==> config.mk <==
export PLATFORM = sky130hd
export DESIGN_NAME = im_boot_ctrl_flat
export DESIGN_NICKNAME = d
export VERILOG_FILES = /design/src/rtl/mips_pkg.sv /design/src/rtl/im_boot_ctrl_if.sv /design/src/rtl/im_boot_ctrl.sv /design/src/flat_wrapper.sv
export SDC_FILE = /design/constraint.sdc
export NUM_CORES = 1
export LEC_CHECK = 0
export BUFFER_PORTS_ARGS = -buffer_cell sky130_fd_sc_hd__buf_2
export CELL_PAD_IN_SITES_DETAIL_PLACEMENT = 0
export CELL_PAD_IN_SITES_GLOBAL_PLACEMENT = 1
export CORE_MARGIN = 4
export CORE_UTILIZATION = 43
export DETAILED_ROUTE_END_ITERATION = 8
export PLACE_DENSITY_LB_ADDON = 0.1
export SLEW_MARGIN = 20
export SYNTH_ARGS = -nofsm -noshare
export SYNTH_HDL_FRONTEND = slang
export SYNTH_SLANG_ARGS = --single-unit
==> constraint.sdc <==
create_clock -name clk -period 5.1 [get_ports clk]
set_input_delay 0.255 -clock clk [delete_from_list [all_inputs] [get_ports clk]]
set_output_delay 0.255 -clock clk [all_outputs]
set_load 0.01 [all_outputs]
==> src/rtl/mips_pkg.sv <==
// mips_pkg: shared MIPS core constants and boot-controller state encoding.
package mips_pkg;
  localparam int WORDS_INSTRUCTION = 16;
  localparam int INSTRUCTION_WIDTH = 32;
  typedef enum logic [2:0] {
    BOOT_IDLE,
    BOOT_RUN_S,
    BOOT_RECV,
    BOOT_WRITE,
    BOOT_CHECK,
    BOOT_ERROR
  } boot_state_t;
endpackage

==> src/rtl/im_boot_ctrl_if.sv <==
// im_boot_ctrl_if: byte link, load control and instruction-memory port of the boot controller.
interface im_boot_ctrl_if import mips_pkg::*; #(
  parameter int ADDR_W = $clog2(WORDS_INSTRUCTION),
  parameter int DATA_W = INSTRUCTION_WIDTH
);
  logic              load_start;
  logic [ADDR_W:0]   load_words;
  logic              byte_valid;
  logic [7:0]        byte_data;
  logic              byte_ready;
  logic [ADDR_W-1:0] fetch_addr;
  logic [ADDR_W-1:0] im_addr;
  logic              im_we;
  logic [DATA_W-1:0] im_wdata;
  logic              cpu_rst_n;
  logic              busy;
  logic              err;
  modport master (
    output load_start, load_words, byte_valid, byte_data, fetch_addr,
    input  byte_ready, im_addr, im_we, im_wdata, cpu_rst_n, busy, err
  );
  modport slave (
    input  load_start, load_words, byte_valid, byte_data, fetch_addr,
    output byte_ready, im_addr, im_we, im_wdata, cpu_rst_n, busy, err
  );
endinterface

==> src/rtl/im_boot_ctrl.sv <==
// im_boot_ctrl: loads a checksummed big-endian byte image into instruction memory,
// then hands the read port to fetch and releases the core.
module im_boot_ctrl import mips_pkg::*; #(
  parameter logic BOOT_RUN = 1'b1,
  parameter int   ADDR_W   = $clog2(WORDS_INSTRUCTION)
) (
  input logic          clk,
  input logic          rst_n,
  im_boot_ctrl_if.slave bus
);
  localparam boot_state_t RST_S = BOOT_RUN ? BOOT_RUN_S : BOOT_IDLE;
  localparam logic [ADDR_W:0] MAX_WORDS = (ADDR_W+1)'(WORDS_INSTRUCTION);
  boot_state_t                  r_state, w_next;
  logic [ADDR_W-1:0]            r_wr_ptr;
  logic [ADDR_W:0]              r_words;
  logic [1:0]                   r_byte_cnt;
  logic [7:0]                   r_csum;
  logic [INSTRUCTION_WIDTH-1:0] r_word;
  logic                         w_take, w_start, w_last;
  assign w_take  = bus.byte_valid && bus.byte_ready;
  assign w_start = bus.load_start && (r_state inside {BOOT_IDLE, BOOT_RUN_S, BOOT_ERROR});
  assign w_last  = {1'b0, r_wr_ptr} == r_words - 1'b1;
  always_ff @(posedge clk or negedge rst_n)
    if (!rst_n) r_state <= RST_S;
    else r_state <= w_next;
  always_comb begin
    w_next         = r_state;
    bus.byte_ready = r_state inside {BOOT_RECV, BOOT_CHECK};
    bus.busy       = r_state inside {BOOT_RECV, BOOT_WRITE, BOOT_CHECK};
    bus.err        = r_state == BOOT_ERROR;
    bus.cpu_rst_n  = r_state == BOOT_RUN_S;
    bus.im_we      = r_state == BOOT_WRITE;
    bus.im_addr    = r_state == BOOT_WRITE ? r_wr_ptr : bus.fetch_addr;
    bus.im_wdata   = r_word;
    unique case (r_state)
      BOOT_IDLE, BOOT_RUN_S, BOOT_ERROR:
        if (bus.load_start)
          w_next = bus.load_words > MAX_WORDS ? BOOT_ERROR :
                   bus.load_words == '0       ? BOOT_CHECK : BOOT_RECV;
      BOOT_RECV:  if (w_take && r_byte_cnt == 2'd3) w_next = BOOT_WRITE;
      BOOT_WRITE: w_next = w_last ? BOOT_CHECK : BOOT_RECV;
      BOOT_CHECK: if (w_take) w_next = bus.byte_data == r_csum ? BOOT_RUN_S : BOOT_ERROR;
      default:    w_next = RST_S;
    endcase
  end
  // First byte of each word lands in the top byte after four shifts.
  always_ff @(posedge clk or negedge rst_n)
    if (!rst_n) begin
      r_wr_ptr   <= '0;
      r_words    <= '0;
      r_byte_cnt <= '0;
      r_csum     <= '0;
      r_word     <= '0;
    end else begin
      if (w_start) begin
        r_wr_ptr   <= '0;
        r_words    <= bus.load_words;
        r_byte_cnt <= '0;
        r_csum     <= '0;
      end
      if (r_state == BOOT_RECV && w_take) begin
        r_word     <= {r_word[INSTRUCTION_WIDTH-9:0], bus.byte_data};
        r_csum     <= r_csum + bus.byte_data;
        r_byte_cnt <= r_byte_cnt + 2'd1;
      end
      if (r_state == BOOT_WRITE) begin
        r_wr_ptr   <= r_wr_ptr + 1'b1;
        r_byte_cnt <= '0;
      end
    end
endmodule

==> src/flat_wrapper.sv <==
// flat-port wrapper written by rule: the top's interface ports become plain ports
module im_boot_ctrl_flat import mips_pkg::*;
#(
  parameter logic BOOT_RUN = 1'b1,
  parameter int   ADDR_W   = $clog2(WORDS_INSTRUCTION)
)
  (clk, rst_n, bus_load_start, bus_load_words, bus_byte_valid, bus_byte_data, bus_fetch_addr, bus_byte_ready, bus_im_addr, bus_im_we, bus_im_wdata, bus_cpu_rst_n, bus_busy, bus_err);
  im_boot_ctrl_if #(.ADDR_W(ADDR_W)) bus_i ();
  input logic clk;
  input logic rst_n;
  input wire logic [$bits(bus_i.load_start)-1:0] bus_load_start;
  input wire logic [$bits(bus_i.load_words)-1:0] bus_load_words;
  input wire logic [$bits(bus_i.byte_valid)-1:0] bus_byte_valid;
  input wire logic [$bits(bus_i.byte_data)-1:0] bus_byte_data;
  input wire logic [$bits(bus_i.fetch_addr)-1:0] bus_fetch_addr;
  output wire logic [$bits(bus_i.byte_ready)-1:0] bus_byte_ready;
  output wire logic [$bits(bus_i.im_addr)-1:0] bus_im_addr;
  output wire logic [$bits(bus_i.im_we)-1:0] bus_im_we;
  output wire logic [$bits(bus_i.im_wdata)-1:0] bus_im_wdata;
  output wire logic [$bits(bus_i.cpu_rst_n)-1:0] bus_cpu_rst_n;
  output wire logic [$bits(bus_i.busy)-1:0] bus_busy;
  output wire logic [$bits(bus_i.err)-1:0] bus_err;
  assign bus_i.load_start = bus_load_start;
  assign bus_i.load_words = bus_load_words;
  assign bus_i.byte_valid = bus_byte_valid;
  assign bus_i.byte_data = bus_byte_data;
  assign bus_i.fetch_addr = bus_fetch_addr;
  assign bus_byte_ready = bus_i.byte_ready;
  assign bus_im_addr = bus_i.im_addr;
  assign bus_im_we = bus_i.im_we;
  assign bus_im_wdata = bus_i.im_wdata;
  assign bus_cpu_rst_n = bus_i.cpu_rst_n;
  assign bus_busy = bus_i.busy;
  assign bus_err = bus_i.err;
  im_boot_ctrl #(.BOOT_RUN(BOOT_RUN), .ADDR_W(ADDR_W)) u_core (.clk(clk), .rst_n(rst_n), .bus(bus_i));
endmodule
=== Word-level counts from Yosys, hierarchy flattened ===
Cells that the tools add are included.

* Order comparisons: 1
* Mux-type cells: 16
* Add/subtract/negate cells: 4
* Reduce and logical (&&, ||, !) cells: 14
* Eq/ne operators: 11

{| class="wikitable"
|+ Operators by type and width
! operator !! number
|-
| $mux 3 || 7
|-
| $mux 8 || 2
|-
| $mux 4 || 3
|-
| $pmux 3 s4 || 1
|-
| $reduce_bool 3->1 || 3
|-
| $add 8x8->8 || 1
|-
| $eq 8x8->1 || 1
|-
| $eq 3x2->1 const B || 2
|-
| $eq 3x3->1 const B || 2
|-
| $mux 2 || 3
|-
| $reduce_bool 2->1 || 3
|-
| $eq 4x5->1 || 1
|-
| $gt 5x5->1 const B || 1
|-
| $logic_not 5->1 || 1
|-
| $sub 5x1->5 const B || 1
|-
| $add 4x1->4 const B || 1
|-
| $logic_and 1x1->1 || 4
|-
| $ne 2x2->1 const B || 2
|-
| $eq 3x1->1 const B || 1
|-
| $logic_not 3->1 || 1
|-
| $reduce_and 3->1 || 1
|-
| $reduce_or 3->1 || 1
|-
| $add 2x1->2 const B || 1
|-
| $eq 2x2->1 const B || 1
|-
| $ne 2x1->1 const B || 1
|}

* Input bits: 21
* Flip-flop bits (word level): 54
* Logic and storage cells: 52

=== Longest topological paths before layout ===
Gate-level depths: netlist (run 1).

* Word-level depth: 6
* Gate-level depth with buffers: 7
* Depth with buffers taken out: 7

=== Worst setup path after synthesis (run 1) ===
OpenSTA, ideal clock, no wires.

* Path type: register to register
* Start point: register u_core.r_csum[0]
* End point: register u_core.r_csum[6]
* Cell stages (with the launch flop): 8
* Data required time: 4.970 ns
* Setup time: 0.130 ns
* Path slack: 3.330 ns
* Arrival time: 1.640 ns
* Cell sequence: dfrtp_1 -> ha_1 -> fa_1 -> a21o_1 -> a21o_1 -> a21oi_1 -> or4b_1 -> nand3_1

* Word-level cells in the longest chain between the ends: 2

{| class="wikitable"
|+ Ends and longest elaborated chain
! element !! RTL line !! text
|-
| start, declared || im_boot_ctrl.sv:17 || <nowiki>logic [7:0] r_csum;</nowiki>
|-
| start signal, assigned || im_boot_ctrl.sv:63 || <nowiki>r_csum <= r_csum + bus.byte_data;</nowiki>
|-
| $add 8x8->8 || im_boot_ctrl.sv:63 ||
|-
| $mux 8 || im_boot_ctrl.sv:61 || <nowiki>if (r_state == BOOT_RECV && w_take) begin</nowiki>
|}

No other way between the ends.
A chain may end at the register's enable or synchronous reset.

=== Worst setup path in the final report (run 1) ===
* Start point: register u_core.r_state[1]
* End point: register u_core.r_csum[6]

* Word-level cells in the longest chain between the ends: 5
* Elaborated cells between the ends (all ways): 12
* Classes of those cells: eq/ne: 4; mux: 1; reduce/logical: 7

{| class="wikitable"
|+ Ends and longest elaborated chain
! element !! RTL line !! text
|-
| start, declared || im_boot_ctrl.sv:13 || <nowiki>boot_state_t r_state, w_next;</nowiki>
|-
| start signal, assigned || im_boot_ctrl.sv:25 || <nowiki>else r_state <= w_next;</nowiki>
|-
| $eq 3x2->1 or $eq 3x3->1 (tied branches) || im_boot_ctrl.sv:28, im_boot_ctrl.sv:61 ||
|-
| $reduce_bool 2->1 || im_boot_ctrl.sv:28 || <nowiki>bus.byte_ready = r_state inside {BOOT_RECV, BOOT_CHECK};</nowiki>
|-
| $logic_and 1x1->1 || im_boot_ctrl.sv:20 || <nowiki>assign w_take = bus.byte_valid && bus.byte_ready;</nowiki>
|-
| $logic_and 1x1->1 || im_boot_ctrl.sv:61 ||
|-
| $mux 8 or $reduce_bool 2->1 (tied branches) || -- ||
|}

Several ways; a longest one is shown, not always the timed one.

==> results of run 1 <==
metal layers:
metal  GRT usage [%]  wire length, um  part of all wire (%)  vias to the layer above
li1                -                -                     -                     1153
met1            23.9             2850                    49                     1049
met2            23.9             2460                    42                       62
met3            3.57              424                   7.3                        7
met4            4.53               80                   1.4                        0
met5               0                0                     0                        -
per-stage QoR:
step / cells / util (%) / setup slack [ps] / cell area [um^2] / power (uW)
after floorplan: 309 / - / 3330 / 2760 / 1300
after global placement: 433 / 51.1 / 2730 / 3100 / 1550
after detailed placement: 433 / 51.1 / 2680 / 3100 / 1550
after CTS: 441 / 52.6 / 2670 / 3190 / 1800
after global routing: 441 / 52.6 / 2470 / 3190 / 1950
final: 441 / 52.6 / 2690 / 3190 / 1780
layout make-up:
| cell class | count | area (um^2) |
|---|---|---|
| multi-input combinational | 237 | 1320 |
| inverter | 4 | 15.0 |
| fill | 606 | 2870 |
| sequential | 54 | 1350 |
| clock buffer | 5 | 68.8 |
| clock inverter | 3 | 21.3 |
| timing repair buffer | 63 | 320 |
| tap | 75 | 93.8 |
worst register-to-register path: cells and delay by family, from the launching register on:
| kind | cells | cell delay (ps) |
|---|---|---|
| flops | 1 | 500 |
| simple gates | 4 | 1850 |
cells by family (layout without fill, tap and decap cells):
group | Yosys count | in the layout | share of synthesized area, %
AO/OA/AOI/OAI | 42 | 42 | 10.0
XOR/XNOR | 9 | 9 | 2.86
adder cells (fa/ha/maj) | 12 | 12 | 5.72
buffers and inverters | 18 | 75 | 3.31
flip-flops | 54 | 54 | 49.1
multiplexers | 4 | 4 | 1.54
AND/OR/NAND/NOR | 170 | 170 | 27.4
sequential cells by signal, summed over array words and instances (netlist names):
signal	cells
u_core.bus.im_wdata	32
u_core.r_csum	8
u_core.r_words	5
u_core.r_wr_ptr	4
u_core.r_state	3
u_core.r_byte_cnt	2
worst paths after layout:
check                                         from                 endpoint  slack [ps]
max                              u_core.r_state[1]         u_core.r_csum[6]        2690
min                                          rst_n  u_core.bus.im_wdata[30]          50
max reg2reg                      u_core.r_state[1]         u_core.r_csum[6]        2690
min reg2reg                u_core.bus.im_wdata[25]  u_core.bus.im_wdata[25]         480
max in group asynchronous                    rst_n   u_core.bus.im_wdata[1]        4590
min in group clk                 bus_load_words[2]        u_core.r_words[2]         150
cell usage in the layout, fill, tap and decap left out, drive strengths merged, types with 4 or more instances in the layout:
cell type / netlist / routed
dfrtp: 53 / 53
nor3b: 5 / 5
nor3: 4 / 4
ha: 11 / 11
nand2: 126 / 126
nand3: 14 / 14
xnor2: 6 / 6
a21oi: 5 / 5
o21ai: 19 / 19
nand2b: 5 / 5
a21o: 4 / 4
clkbuf: 3 / 5
buf: 11 / 63
inv: 4 / 4
report_power, final:
part	internal (uW)	switching [uW]	total [uW]
clock	96.9	146	243
combinational	339	440	779
sequential	601	154	756
total	1040	741	1780
==> impl_metrics.json, run 1 <==
{
  "status": "finished clean",
  "area_growth_pct": 15.7,
  "critPathMaxStageDelay_ps": 770,
  "path_class": "reg2reg",
  "hold_buffers": 0,
  "dieArea_um2": 7750,
  "gp_congestion": 0.840,
  "cp_top_family": "simple AND/OR/NAND/NOR gates",
  "hold_viol_final": 0,
  "p_leak_uw": 0.00172,
  "htreeDepth": 2,
  "async_flop_share_pct": 100,
  "critPathBufInv": 0,
  "min_period_ps": 2410,
  "worstSetupStartpointType": "register",
  "synthMostInstantiatedCell": "nand2_1",
  "root_buffer": "clkbuf_8",
  "routed_wl_um": 5810,
  "peakVddDrop_mv": 0.230,
  "syn_nets": 342,
  "synth.largest_area_cell": "dfrtp_1",
  "hold_class": "in2async",
  "slew_headroom_pct": 31.6,
  "worstPathCellList": "nor2b_4 > nand3b_2 > or4b_1 > nand3_1",
  "ys.flop_type": "dfrtp_1",
  "start_util_pct": 45.5,
  "drc_errors": 0,
  "p_per_area_nw_per_um2": 558,
  "num-nets-final": 398,
  "grt_max_degree": 55,
  "cts.repair.resized": 0,
  "seq_area_frac_synth_pct": 49.1,
  "finalCritPeriodShare_pct": 47.2,
  "yosysWarnings": 0,
  "netlist_instances": 309,
  "clk_latency_ps": 310,
  "gr-usage-all-layers_pct": 16.2,
  "fmax_mhz": 415,
  "setup_tns_ps": 0,
  "synth_seq_cells": 54,
  "synth-edff-count": 0,
  "drv_cap": 0,
  "syn_area_per_cell_um2": 8.92,
  "clockBufferDepth": 2,
  "cp-end-kind": "register",
  "synth_top_area_share_pct": 48.1,
  "synth.area.top_cells": "dfrtp_1 (48%), nand2_1 (17%), ha_1 (5.0%)",
  "synth_area_um2": 2760,
  "worst_pin_slew_ps": 1020,
  "antenna_found_initial": 0,
  "dr.pass1.iters": 4,
  "die_h_um": 88.0,
  "netlist_top_cells_count": "nand2_1 (126), dfrtp_1 (53), o21ai_0 (16)",
  "drive_gt1_share_pct": 21.6,
  "vias": 2271,
  "via_per_inst": 5.15,
  "grt_pass1_wl_um": 10100,
  "drtIter0Drc": 156,
  "drv_slew": 0,
  "n_antenna_cell": 0,
  "wire_per_inst_um": 13.2,
  "io_pins": 62,
  "cts.clk_slew.worst_paths_ps": 100,
  "port_buffers": 61,
  "die_width_um": 88.0,
  "arrival_ps": 2660,
  "rsz0062_at_grt": "false",
  "cts.sinks": 54,
  "grt_overflow_total": 0,
  "core_um2": 6060,
  "cts_buffers": 5,
  "slowest_stage": "or4b_1",
  "cts_tree": "done",
  "rr_worst_depth": 4,
  "clock_skew_ps": 8.23,
  "synth_cell_types": 42,
  "ant_nets": 0,
  "worst-path-max-fanout": 51,
  "setup_viol": 0,
  "hold_ws_ps": 48.3,
  "cts_setup_buffers": 0,
  "rows": 28,
  "grt_pass1_vias": 2114,
  "worst-path-stages": 4,
  "dp_hpwl_um": 4130,
  "cp.required_ps": 5350
}
No activity file was read; power rests on OpenSTA's default activity.
==> inputs of run 2 (changes only) <==
CORE_UTILIZATION = 36   (was 43)
clock period = 2.2 ns   (was 5.1 ns; I/O delays follow)
==> run 2 against run 1 <==
Effect of this change:
- clock-buffer cell count unchanged
- wire length up 14%
- final area up 6.0%
- first-iteration DRC count down 34%
- power up 150%
- core utilization down 6.5 points
- die area up 18%
- global-route usage down 0.71 points
- register-to-register slack worse by 2400 ps
- sequential share of layout area down 2.4 points
- cell count up 8.2%
- largest cell class unchanged
==> impl_metrics.json, run 2 (synthesis results as in run 1) <==
{
  "status": "finished clean",
  "grt_pass1_vias": 2322,
  "hold_class": "in2reg",
  "path_common_cell": "a21o_1",
  "slew_headroom_pct": 72.2,
  "arrival_ps": 2170,
  "path_class": "in2reg",
  "p_leak_uw": 0.00180,
  "critPathMaxStageDelay_ps": 540,
  "cts_buffers": 5,
  "final_cell_mix": "nand2_1 (126), buf_2 (61), dfrtp_1 (53), o21ai_0 (16), nand3_1 (14)",
  "dr.pass1.iters": 4,
  "core_um2": 7330,
  "worst-path-max-fanout": 3,
  "io_pins": 62,
  "layout.cells.non_filler": 477,
  "clk_latency_ps": 310,
  "die_width_um": 95.5,
  "clockBufferDepth": 2,
  "gr-usage-all-layers_pct": 15.5,
  "n_antenna_cell": 0,
  "grt_pass1_wl_um": 11200,
  "setup_ws_ps": 230,
  "cts_tree": "done",
  "rows": 31,
  "start_util_pct": 37.6,
  "critPathBufInv": 2,
  "setup_viol": 0,
  "peakVddDrop_mv": 0.583,
  "vias": 2314,
  "dp_hpwl_um": 4540,
  "worstSetupStartpointType": "input port",
  "antenna_found_initial": 0,
  "clock_skew_ps": 4.81,
  "hold_viol_final": 0,
  "drc_errors": 0,
  "finalCritPeriodShare_pct": 89.6,
  "pre_cts_ws_ps": 320,
  "dieArea_um2": 9120,
  "dpl.cell_count": 461,
  "cp_top_family": "buffers and inverters",
  "drtIter0Drc": 103,
  "area_growth_pct": 22.7,
  "ff2ff_setup_slack_ps": 310,
  "cts.repair.resized": 0,
  "gp_congestion": 0.808,
  "cts.clk_slew.worst_paths_ps": 110,
  "ant_nets": 0,
  "htreeDepth": 2,
  "grt_max_degree": 55,
  "routed_wl_um": 6630,
  "drv_slew": 0,
  "slowest_stage": "dlygate4sd3_1",
  "port_buffers": 61,
  "worstPathCellList": "dlygate4sd3_1 > buf_2 > ha_1 > fa_1 > a21o_1 > a21o_1 > a21oi_1 > or4b_1 > nand3_1",
  "cp-end-kind": "register",
  "wire_per_inst_um": 13.9,
  "layout_commonest_cell": "nand2_1",
  "via_per_inst": 4.85,
  "setup_tns_ps": 0,
  "drive_gt1_share_pct": 22.0,
  "worst_pin_slew_ps": 417,
  "die_h_um": 95.5,
  "fillers": 745,
  "drv_cap": 0,
  "largest_register_ffs": 32,
  "rsz0062_at_grt": "false",
  "min_period_ps": 1970,
  "num-nets-final": 410,
  "root_buffer": "clkbuf_8",
  "fmax_mhz": 508,
  "p_per_area_nw_per_um2": 1300,
  "cts.sinks": 54,
  "cts_setup_buffers": 0,
  "cp.required_ps": 2400,
  "grt_overflow_total": 0
}
[run 2: path summary, 6_finish.rpt]
path | startpoint | end | cells past startpoint
min reg2reg | u_core.bus.im_wdata[26] | u_core.bus.im_wdata[26] | 2
min | bus_byte_data[3] | u_core.bus.im_wdata[3] | 3
max in group asynchronous | rst_n | u_core.r_state[0] | 3
max reg2reg | u_core.r_csum[0] | u_core.r_csum[6] | 7
min in group asynchronous | rst_n | u_core.bus.im_wdata[2] | 3
max | bus_byte_data[0] | u_core.r_csum[6] | 9
[run 2: layer usage]
layer / global-route usage (%) / vias up / routed length [um]
li1: - / 1174 / -
met1: 20.1 / 1094 / 3090
met2: 26.9 / 42 / 3210
met3: 2.76 / 4 / 268
met4: 3.55 / 0 / 63
met5: 0 / - / 0
[run 2: final cells by class]
type | instances | area [um^2] | share of cell area, %
Tap cell | 99 | 124 | 3.66
Clock inverter | 3 | 48.8 | 1.44
Inverter | 4 | 15.0 | 0.444
Clock buffer | 5 | 68.8 | 2.04
Sequential cell | 54 | 1350 | 40.0
Multi-Input combinational cell | 237 | 1320 | 38.9
Timing Repair Buffer | 75 | 455 | 13.5
[run 2: worst min-delay path: stages]
cell and delay, ps:
buf_2 100, nand2_1 50, nand2_1 40
[run 2: per-stage QoR]
step | util, % | cell area [um^2] | hold WS, ps | total power [uW]
4_1_cts | 46.1 | 3380 | 1.44 | 4460
3_5_place_dp | 43.4 | 3180 | 138 | 3710
6_report | 46.1 | 3380 | 11.9 | 4380
5_1_grt | 46.1 | 3380 | 17.3 | 4790
3_3_place_gp | 43.4 | 3180 | 136 | 3690
2_1_floorplan | - | 2760 | -186 | 3020
[run 2: where the power goes]
group | switching, uW | internal [uW]
sequential | 377 | 1390
combinational | 1050 | 838
clock | 370 | 348
total | 1800 | 2580
[run 2: what timing repair did]
item / in CTS / in global routing
hold buffers: 8 / 0
hold endpoints to repair: 60 / 0
endpoints found under the setup margin: 0 / 0
